<file path="src/rtl/clk_div_pkg.sv">
`default_nettype none
// ============================================================================
//  Module      : clk_div_pkg
//  Description : Shared constants, types and helpers for the multi-channel
//                clock-enable generator (clk_div_multi / clk_div_chan).
//                  CLK_DIV_DEFAULT : reset divide ratio (1 Hz at 100 MHz)
//                  CLK_DIV_WIDTH   : default ratio / counter width
//                  div_t           : ratio type at the default width
//                  ch_w(n)         : channel-select width, max(1, clog2(n))
//  Revision    : 1.0 - initial release
// ============================================================================
package clk_div_pkg;

    localparam int unsigned CLK_DIV_DEFAULT = 100_000_000;
    localparam int unsigned CLK_DIV_WIDTH   = 28;

    typedef logic [CLK_DIV_WIDTH-1:0] div_t;

    // A single channel still needs a one-bit select port.
    function automatic int unsigned ch_w(input int unsigned n);
        return (n < 32'd2) ? 32'd1 : 32'($clog2(n));
    endfunction

endpackage
`default_nettype wire

</file>
<file path="src/rtl/clk_div_chan.sv">
`default_nettype none
// ============================================================================
//  Module      : clk_div_chan
//  Description : One divider channel. Counts 0..d-1 while enabled and emits a
//                registered one-cycle tick per period. New ratios are held in
//                a shadow register and applied only at a period boundary
//                (wrap cycle) or while the channel is disabled.
//                Optional square-wave output is built only when the macro
//                CLK_DIV_SQUARE_EN is defined; otherwise sq is tied to 0.
//  Ports       : sysclk  - clock (rising edge)
//                reset   - asynchronous active-high reset
//                en      - run enable
//                cfg_we  - write strobe for this channel
//                cfg_div - new divide ratio
//                tick    - one-cycle pulse per period (registered)
//                sq      - square wave (registered, or constant 0)
//                pend    - a written ratio is waiting for a boundary
//  Revision    : 1.0 - initial release
// ============================================================================
module clk_div_chan
    import clk_div_pkg::*;
#(
    parameter int unsigned      WIDTH       = CLK_DIV_WIDTH,
    parameter logic [WIDTH-1:0] DEFAULT_DIV = WIDTH'(CLK_DIV_DEFAULT)
) (
    input  logic             sysclk,
    input  logic             reset,
    input  logic             en,
    input  logic             cfg_we,
    input  logic [WIDTH-1:0] cfg_div,
    output logic             tick,
    output logic             sq,
    output logic             pend
);

    localparam logic [WIDTH-1:0] C_ONE = WIDTH'(1);
    localparam logic [WIDTH-1:0] C_TWO = WIDTH'(2);

    logic [WIDTH-1:0] cnt_q, cnt_d;
    logic [WIDTH-1:0] div_q, div_d;
    logic [WIDTH-1:0] sdw_q, sdw_d;
    logic             pend_q, pend_d;
    logic             tick_q, tick_d;

    logic [WIDTH-1:0] eff_div;
    logic             at_last;
    logic             boundary;
    logic             apply;

    always_comb begin
        // Ratios 0 and 1 both mean "tick every cycle".
        eff_div  = (div_q < C_TWO) ? C_ONE : div_q;
        at_last  = (cnt_q == (eff_div - C_ONE));
        // Safe points to swap the ratio: end of a running period, or any
        // cycle in which the channel is stopped.
        boundary = at_last || !en;
        tick_d   = en && at_last;

        cnt_d  = cnt_q;
        div_d  = div_q;
        sdw_d  = sdw_q;
        pend_d = pend_q;
        apply  = 1'b0;

        if (en) begin
            cnt_d = at_last ? '0 : (cnt_q + C_ONE);
        end

        if (cfg_we) begin
            sdw_d = cfg_div;
            if (boundary) begin
                // Write lands on a boundary: take it now, never pend.
                apply  = 1'b1;
                div_d  = cfg_div;
                pend_d = 1'b0;
            end else begin
                pend_d = 1'b1;
            end
        end else if (boundary && pend_q) begin
            apply  = 1'b1;
            div_d  = sdw_q;
            pend_d = 1'b0;
        end

        // A freshly applied ratio always starts a clean period.
        if (apply) begin
            cnt_d = '0;
        end
    end

    always_ff @(posedge sysclk or posedge reset) begin
        if (reset) begin
            cnt_q  <= '0;
            div_q  <= DEFAULT_DIV;
            sdw_q  <= DEFAULT_DIV;
            pend_q <= 1'b0;
            tick_q <= 1'b0;
        end else begin
            cnt_q  <= cnt_d;
            div_q  <= div_d;
            sdw_q  <= sdw_d;
            pend_q <= pend_d;
            tick_q <= tick_d;
        end
    end

    assign tick = tick_q;
    assign pend = pend_q;

`ifdef CLK_DIV_SQUARE_EN
    logic sq_q, sq_d;
    logic at_half;

    // sq rises at the period start (after cnt == d-1) and falls after
    // cnt == (d>>1)-1, so it is high for floor(d/2) cycles of each period.
    always_comb begin
        at_half = (cnt_q == ((eff_div >> 1) - C_ONE));
        sq_d    = sq_q;
        if (en && (eff_div != C_ONE)) begin
            if (at_last) begin
                sq_d = 1'b1;
            end else if (at_half) begin
                sq_d = 1'b0;
            end
        end
        if (apply) begin
            sq_d = 1'b0;
        end
    end

    always_ff @(posedge sysclk or posedge reset) begin
        if (reset) begin
            sq_q <= 1'b0;
        end else begin
            sq_q <= sq_d;
        end
    end

    assign sq = sq_q;
`else
    assign sq = 1'b0;
`endif

endmodule
`default_nettype wire

</file>
<file path="src/rtl/clk_div_multi.sv">
`default_nettype none
// ============================================================================
//  Module      : clk_div_multi
//  Description : Multi-channel clock-enable generator. Decodes the shared
//                configuration port into per-channel write strobes and
//                instantiates NCH independent clk_div_chan dividers.
//                Square-wave outputs exist only when CLK_DIV_SQUARE_EN is
//                defined; otherwise sq is constant 0.
//  Ports       : sysclk  - clock (rising edge)
//                reset   - asynchronous active-high reset
//                en      - per-channel run enable [NCH]
//                cfg_we  - one-cycle ratio write strobe
//                cfg_ch  - target channel (values >= NCH ignored)
//                cfg_div - new divide ratio [WIDTH]
//                tick    - per-channel one-cycle period pulse [NCH]
//                sq      - per-channel square wave [NCH]
//                pend    - per-channel ratio-write-pending flag [NCH]
//  Revision    : 1.0 - initial release
// ============================================================================
module clk_div_multi
    import clk_div_pkg::*;
#(
    parameter int unsigned      NCH         = 4,
    parameter int unsigned      WIDTH       = CLK_DIV_WIDTH,
    parameter logic [WIDTH-1:0] DEFAULT_DIV = WIDTH'(CLK_DIV_DEFAULT)
) (
    input  logic                   sysclk,
    input  logic                   reset,
    input  logic [NCH-1:0]         en,
    input  logic                   cfg_we,
    input  logic [ch_w(NCH)-1:0]   cfg_ch,
    input  logic [WIDTH-1:0]       cfg_div,
    output logic [NCH-1:0]         tick,
    output logic [NCH-1:0]         sq,
    output logic [NCH-1:0]         pend
);

    localparam int unsigned CH_W = ch_w(NCH);

    logic [NCH-1:0] we_ch;

    // Only indices 0..NCH-1 are decoded, so out-of-range selects hit nothing.
    for (genvar g = 0; g < NCH; g++) begin : g_ch
        assign we_ch[g] = cfg_we && (cfg_ch == CH_W'(g));

        clk_div_chan #(
            .WIDTH       (WIDTH),
            .DEFAULT_DIV (DEFAULT_DIV)
        ) u_chan (
            .sysclk  (sysclk),
            .reset   (reset),
            .en      (en[g]),
            .cfg_we  (we_ch[g]),
            .cfg_div (cfg_div),
            .tick    (tick[g]),
            .sq      (sq[g]),
            .pend    (pend[g])
        );
    end

endmodule
`default_nettype wire
</file>
<file path="config.mk">
export PLATFORM = sky130hd
export DESIGN_NAME = clk_div_multi
export DESIGN_NICKNAME = d
export VERILOG_FILES = /design/src/rtl/clk_div_pkg.sv /design/src/rtl/clk_div_chan.sv /design/src/rtl/clk_div_multi.sv
export SDC_FILE = /design/constraint.sdc
export NUM_CORES = 1
export LEC_CHECK = 0
export CELL_PAD_IN_SITES_DETAIL_PLACEMENT = 1
export CELL_PAD_IN_SITES_GLOBAL_PLACEMENT = 1
export CORE_MARGIN = 1.5
export CORE_UTILIZATION = 49
export CTS_CLUSTER_SIZE = 14
export DETAILED_ROUTE_END_ITERATION = 8
export GPL_TIMING_DRIVEN = 1
export PLACE_DENSITY_LB_ADDON = 0.1
export SYNTH_ARGS = -nofsm -noshare
export SYNTH_HDL_FRONTEND = slang
export SYNTH_SLANG_ARGS = --single-unit
</file>
<file path="constraint.sdc">
create_clock -name sysclk -period 16.9 [get_ports sysclk]
set_clock_uncertainty 0.1 [all_clocks]
set_input_delay 4.225 -clock sysclk [delete_from_list [all_inputs] [get_ports sysclk]]
set_output_delay 4.225 -clock sysclk [all_outputs]
set_load 0.005 [all_outputs]
</file>
==> flow_summary.yaml <==
routing:
  drc: 0
  drtAntennaViolNets: 0
  vias: 19200
  via_per_inst: 6.31
  drt_iter0_markers: 1182
  wl_per_cell_um: 22.7
  drtPass1Iterations: 5
  drt-total-wl_um: 69400
worst_setup_path:
  crit_slowest_cell: "and2_2"
  worstReg2RegStart: "g_ch[3].u_chan.div_q[8]"
  endpoint: "g_ch[2].u_chan.div_q[5]"
  arrival_ns: 7.32
  crit_path_max_fanout: 59
  ff2ff_setup_slack_ns: 10.68
  end_kind: "register"
  cpPeakStageDelay_ns: 1.04
  worst_setup_path_start_kind: "input port"
  ff2ff_path_depth: 14
  reg2reg_to: "g_ch[3].u_chan.cnt_q[7]"
  path_cells: "clkdlybuf4s50_1 > nand3b_1 > buf_4 > nand2b_2 > buf_4 > and2_2 > nand2_1 > o221ai_1 > nor3_1"
  crit_required_ns: 17.26
  cp-startpoint: "cfg_ch[0]"
  cp_common_cell: "buf_4"
  crit_type: "input port to register"
layout:
  fillers: 5183
  fin_cells: 3049
  drive_gt1_share_pct: 14.0
  diodes: 0
  fin_nets: 2462
  syn_to_final_growth_pct: 9.19
sta:
  fmax_mhz: 144
  tightest_slew_ns: 1.23
  setup_viol: 0
  relSlewSlack_pct: 17.4
  slew_viol_final: 0
  period_needed_ns: 6.96
  rsz0062_at_grt: "no"
  hold_viol_final: 0
  timing.setup.tns_ns: 0
  post-route-period-util_pct: 41.2
logic_synthesis:
  postSynthCellCount: 2490
  ys.flop_type: "dfrtp_1"
  yosys_warnings: 0
  synth_edf_count: 0
  synth_seq_cells: 344
  yosysTopAreaCell: "dfrtp_1"
  avgSynthCellArea_sq_um: 8.99
  ys_async_sr_fraction_pct: 100
  netlist_top_cells_count: "248 x dfrtp_1, 243 x nor3_1, 204 x nand2_1"
  syn-cell-area_sq_um: 22400
  synth_top_area_share_pct: 27.7
  synthTopCellsByArea: "dfrtp_1 28%, dfstp_2 11%, nor3_1 5.4%"
  yosysMostFrequentCell: "dfrtp_1"
  seq_area_frac_synth_pct: 39.0
  synth.distinct_cells: 88
global_routing:
  grt_usage_pct: 30.0
  antenna_found_initial: 0
  grt-ovfl-total: 0
  grt_pass1_vias: 20400
  grt_pass1_wl_um: 113000
  grt_max_degree: 142
clocking:
  cts_sinks: 344
  clk_latency_ns: 0.58
  cts_htree_levels: 2
  cts_hold_buf: 0
  cts_buffer_depth: 3
  cts-root-buf: "clkbuf_16"
  post_cts_buffers: 0
  cts_tree: "done"
  clk_pin_slew_worst_paths_ns: 0.06
  cts-resized-gates: 0
  cts_buffers: 40
floorplan:
  core_area_sq_um: 45200
  io_pins: 49
  dieArea_sq_um: 47000
  die_x_um: 217
  num_rows: 78
  die_y_um: 217
  start_util_pct: 49.6
place:
  place.gp.congestion: 0.910
  hpwlAfterDp_um: 46600
  dp_cells: 2975
  port_buffers: 44
worst_hold_path:
  whs_path_depth: 1
  hold_path_class: "register to register"
pwr:
  cellLeakagePower_nw: 10.1
  power_per_cell_area_nw_per_um2: 135
  ir_worst_vdd_uv: 87.1
job:
  cap_violations: 0
outcome:
  outcome: "finished, final reports clean"
## metrics by stage
| step | hold slack (ns) | cell area [sq um] | power, W | setup WS, ns | utilization (%) |
|---|---|---|---|---|---|
| 3_5_place_dp | 0.386 | 23100 | 0.00239 | 9.39 | 51.1 |
| 6_report | 0.396 | 24400 | 0.00330 | 9.94 | 54.1 |
| 5_1_grt | 0.414 | 24400 | 0.00349 | 9.72 | 54.1 |
| 4_1_cts | 0.398 | 24400 | 0.00331 | 10.01 | 54.1 |
| 3_3_place_gp | 0.375 | 23100 | 0.00233 | 9.51 | 51.1 |
| 2_1_floorplan | 0.368 | 22400 | 0.00203 | 3.20 | - |
## cell usage in the layout, fill, tap and decap left out, drive strengths merged, types with 10 or more instances in the layout
| cell | n |
|---|---|
| a211oi | 15 |
| a21oi | 110 |
| a31oi | 10 |
| and2 | 12 |
| and3 | 32 |
| and4 | 13 |
| buf | 36 |
| clkbuf | 64 |
| clkdlybuf4s50 | 43 |
| dfrtp | 248 |
| dfstp | 96 |
| inv | 124 |
| mux2 | 61 |
| mux2i | 96 |
| nand2 | 204 |
| nand2b | 96 |
| nand3 | 125 |
| nand3b | 12 |
| nand4 | 42 |
| nor2 | 70 |
| nor2b | 23 |
| nor3 | 282 |
| nor4 | 84 |
| nor4b | 11 |
| o211ai | 10 |
| o21ai | 26 |
| o221ai | 87 |
| o31ai | 15 |
| or2 | 12 |
| or3 | 18 |
| or4 | 31 |
| xnor2 | 106 |
| xor2 | 109 |
## how the worst min path moves through the flow
| stage | from | endpoint | slack (ns) |
|---|---|---|---|
| finish | g_ch[0].u_chan.sdw_q[10] | g_ch[0].u_chan.sdw_q[10] | 0.40 |
| global route | g_ch[0].u_chan.sdw_q[1] | g_ch[0].u_chan.sdw_q[1] | 0.41 |
| CTS | g_ch[0].u_chan.sdw_q[11] | g_ch[0].u_chan.sdw_q[11] | 0.40 |
| detailed placement | g_ch[0].u_chan.sdw_q[6] | g_ch[0].u_chan.sdw_q[6] | 0.39 |
| global placement | g_ch[0].u_chan.sdw_q[27] | g_ch[0].u_chan.sdw_q[27] | 0.37 |
| floorplan | g_ch[0].u_chan.sdw_q[0] | g_ch[0].u_chan.sdw_q[0] | 0.37 |
## cell type report
class	count	area, sq um	share of cell area, %
multi-input combinational	1830	12400	50.9
sequential	344	8730	35.7
clock buffer	64	1240	5.08
tap	600	751	3.07
timing repair buffer	79	711	2.91
inverter	122	465	1.90
clock inverter	10	111	0.455
## cells by family after synthesis
group,Yosys count,share of synthesized area (%)
AO/OA/AOI/OAI,349,11.5
XOR/XNOR,215,8.41
adder cells (fa/ha/maj),8,0.447
buffers and inverters,319,5.92
flip-flops,344,39.0
multiplexers,157,7.36
other,1,0.0167
AND/OR/NAND/NOR,1097,27.4
## sequential cells by signal, summed over array words and instances (netlist names)
register,count
g_ch.u_chan.div_q,112
g_ch.u_chan.pend,4
g_ch.u_chan.cnt_q,112
g_ch.u_chan.tick,4
g_ch.u_chan.sdw_q,112
## worst max-delay path, delay by kind of cell
family / cells / cell delay, ns
AO/OA/AOI/OAI: 1 / 0.14
buffers and inverters: 3 / 1.30
AND/OR/NAND/NOR: 5 / 1.59
## metal layers
layer,GRT usage [%],share of wire [%]
met5,0,0
met4,9.79,2.5
met3,3.49,3.7
met2,50.2,49
met1,40.4,45
## power breakdown
group | total (W) | switching (W) | internal, W
Combinational | 0.00124 | 0.000788 | 0.000450
Clock | 0.000899 | 0.000377 | 0.000522
Sequential | 0.00117 | 0.000178 | 0.000989
Total | 0.00330 | 0.00134 | 0.00196
Power figures use the tool's default switching activity.
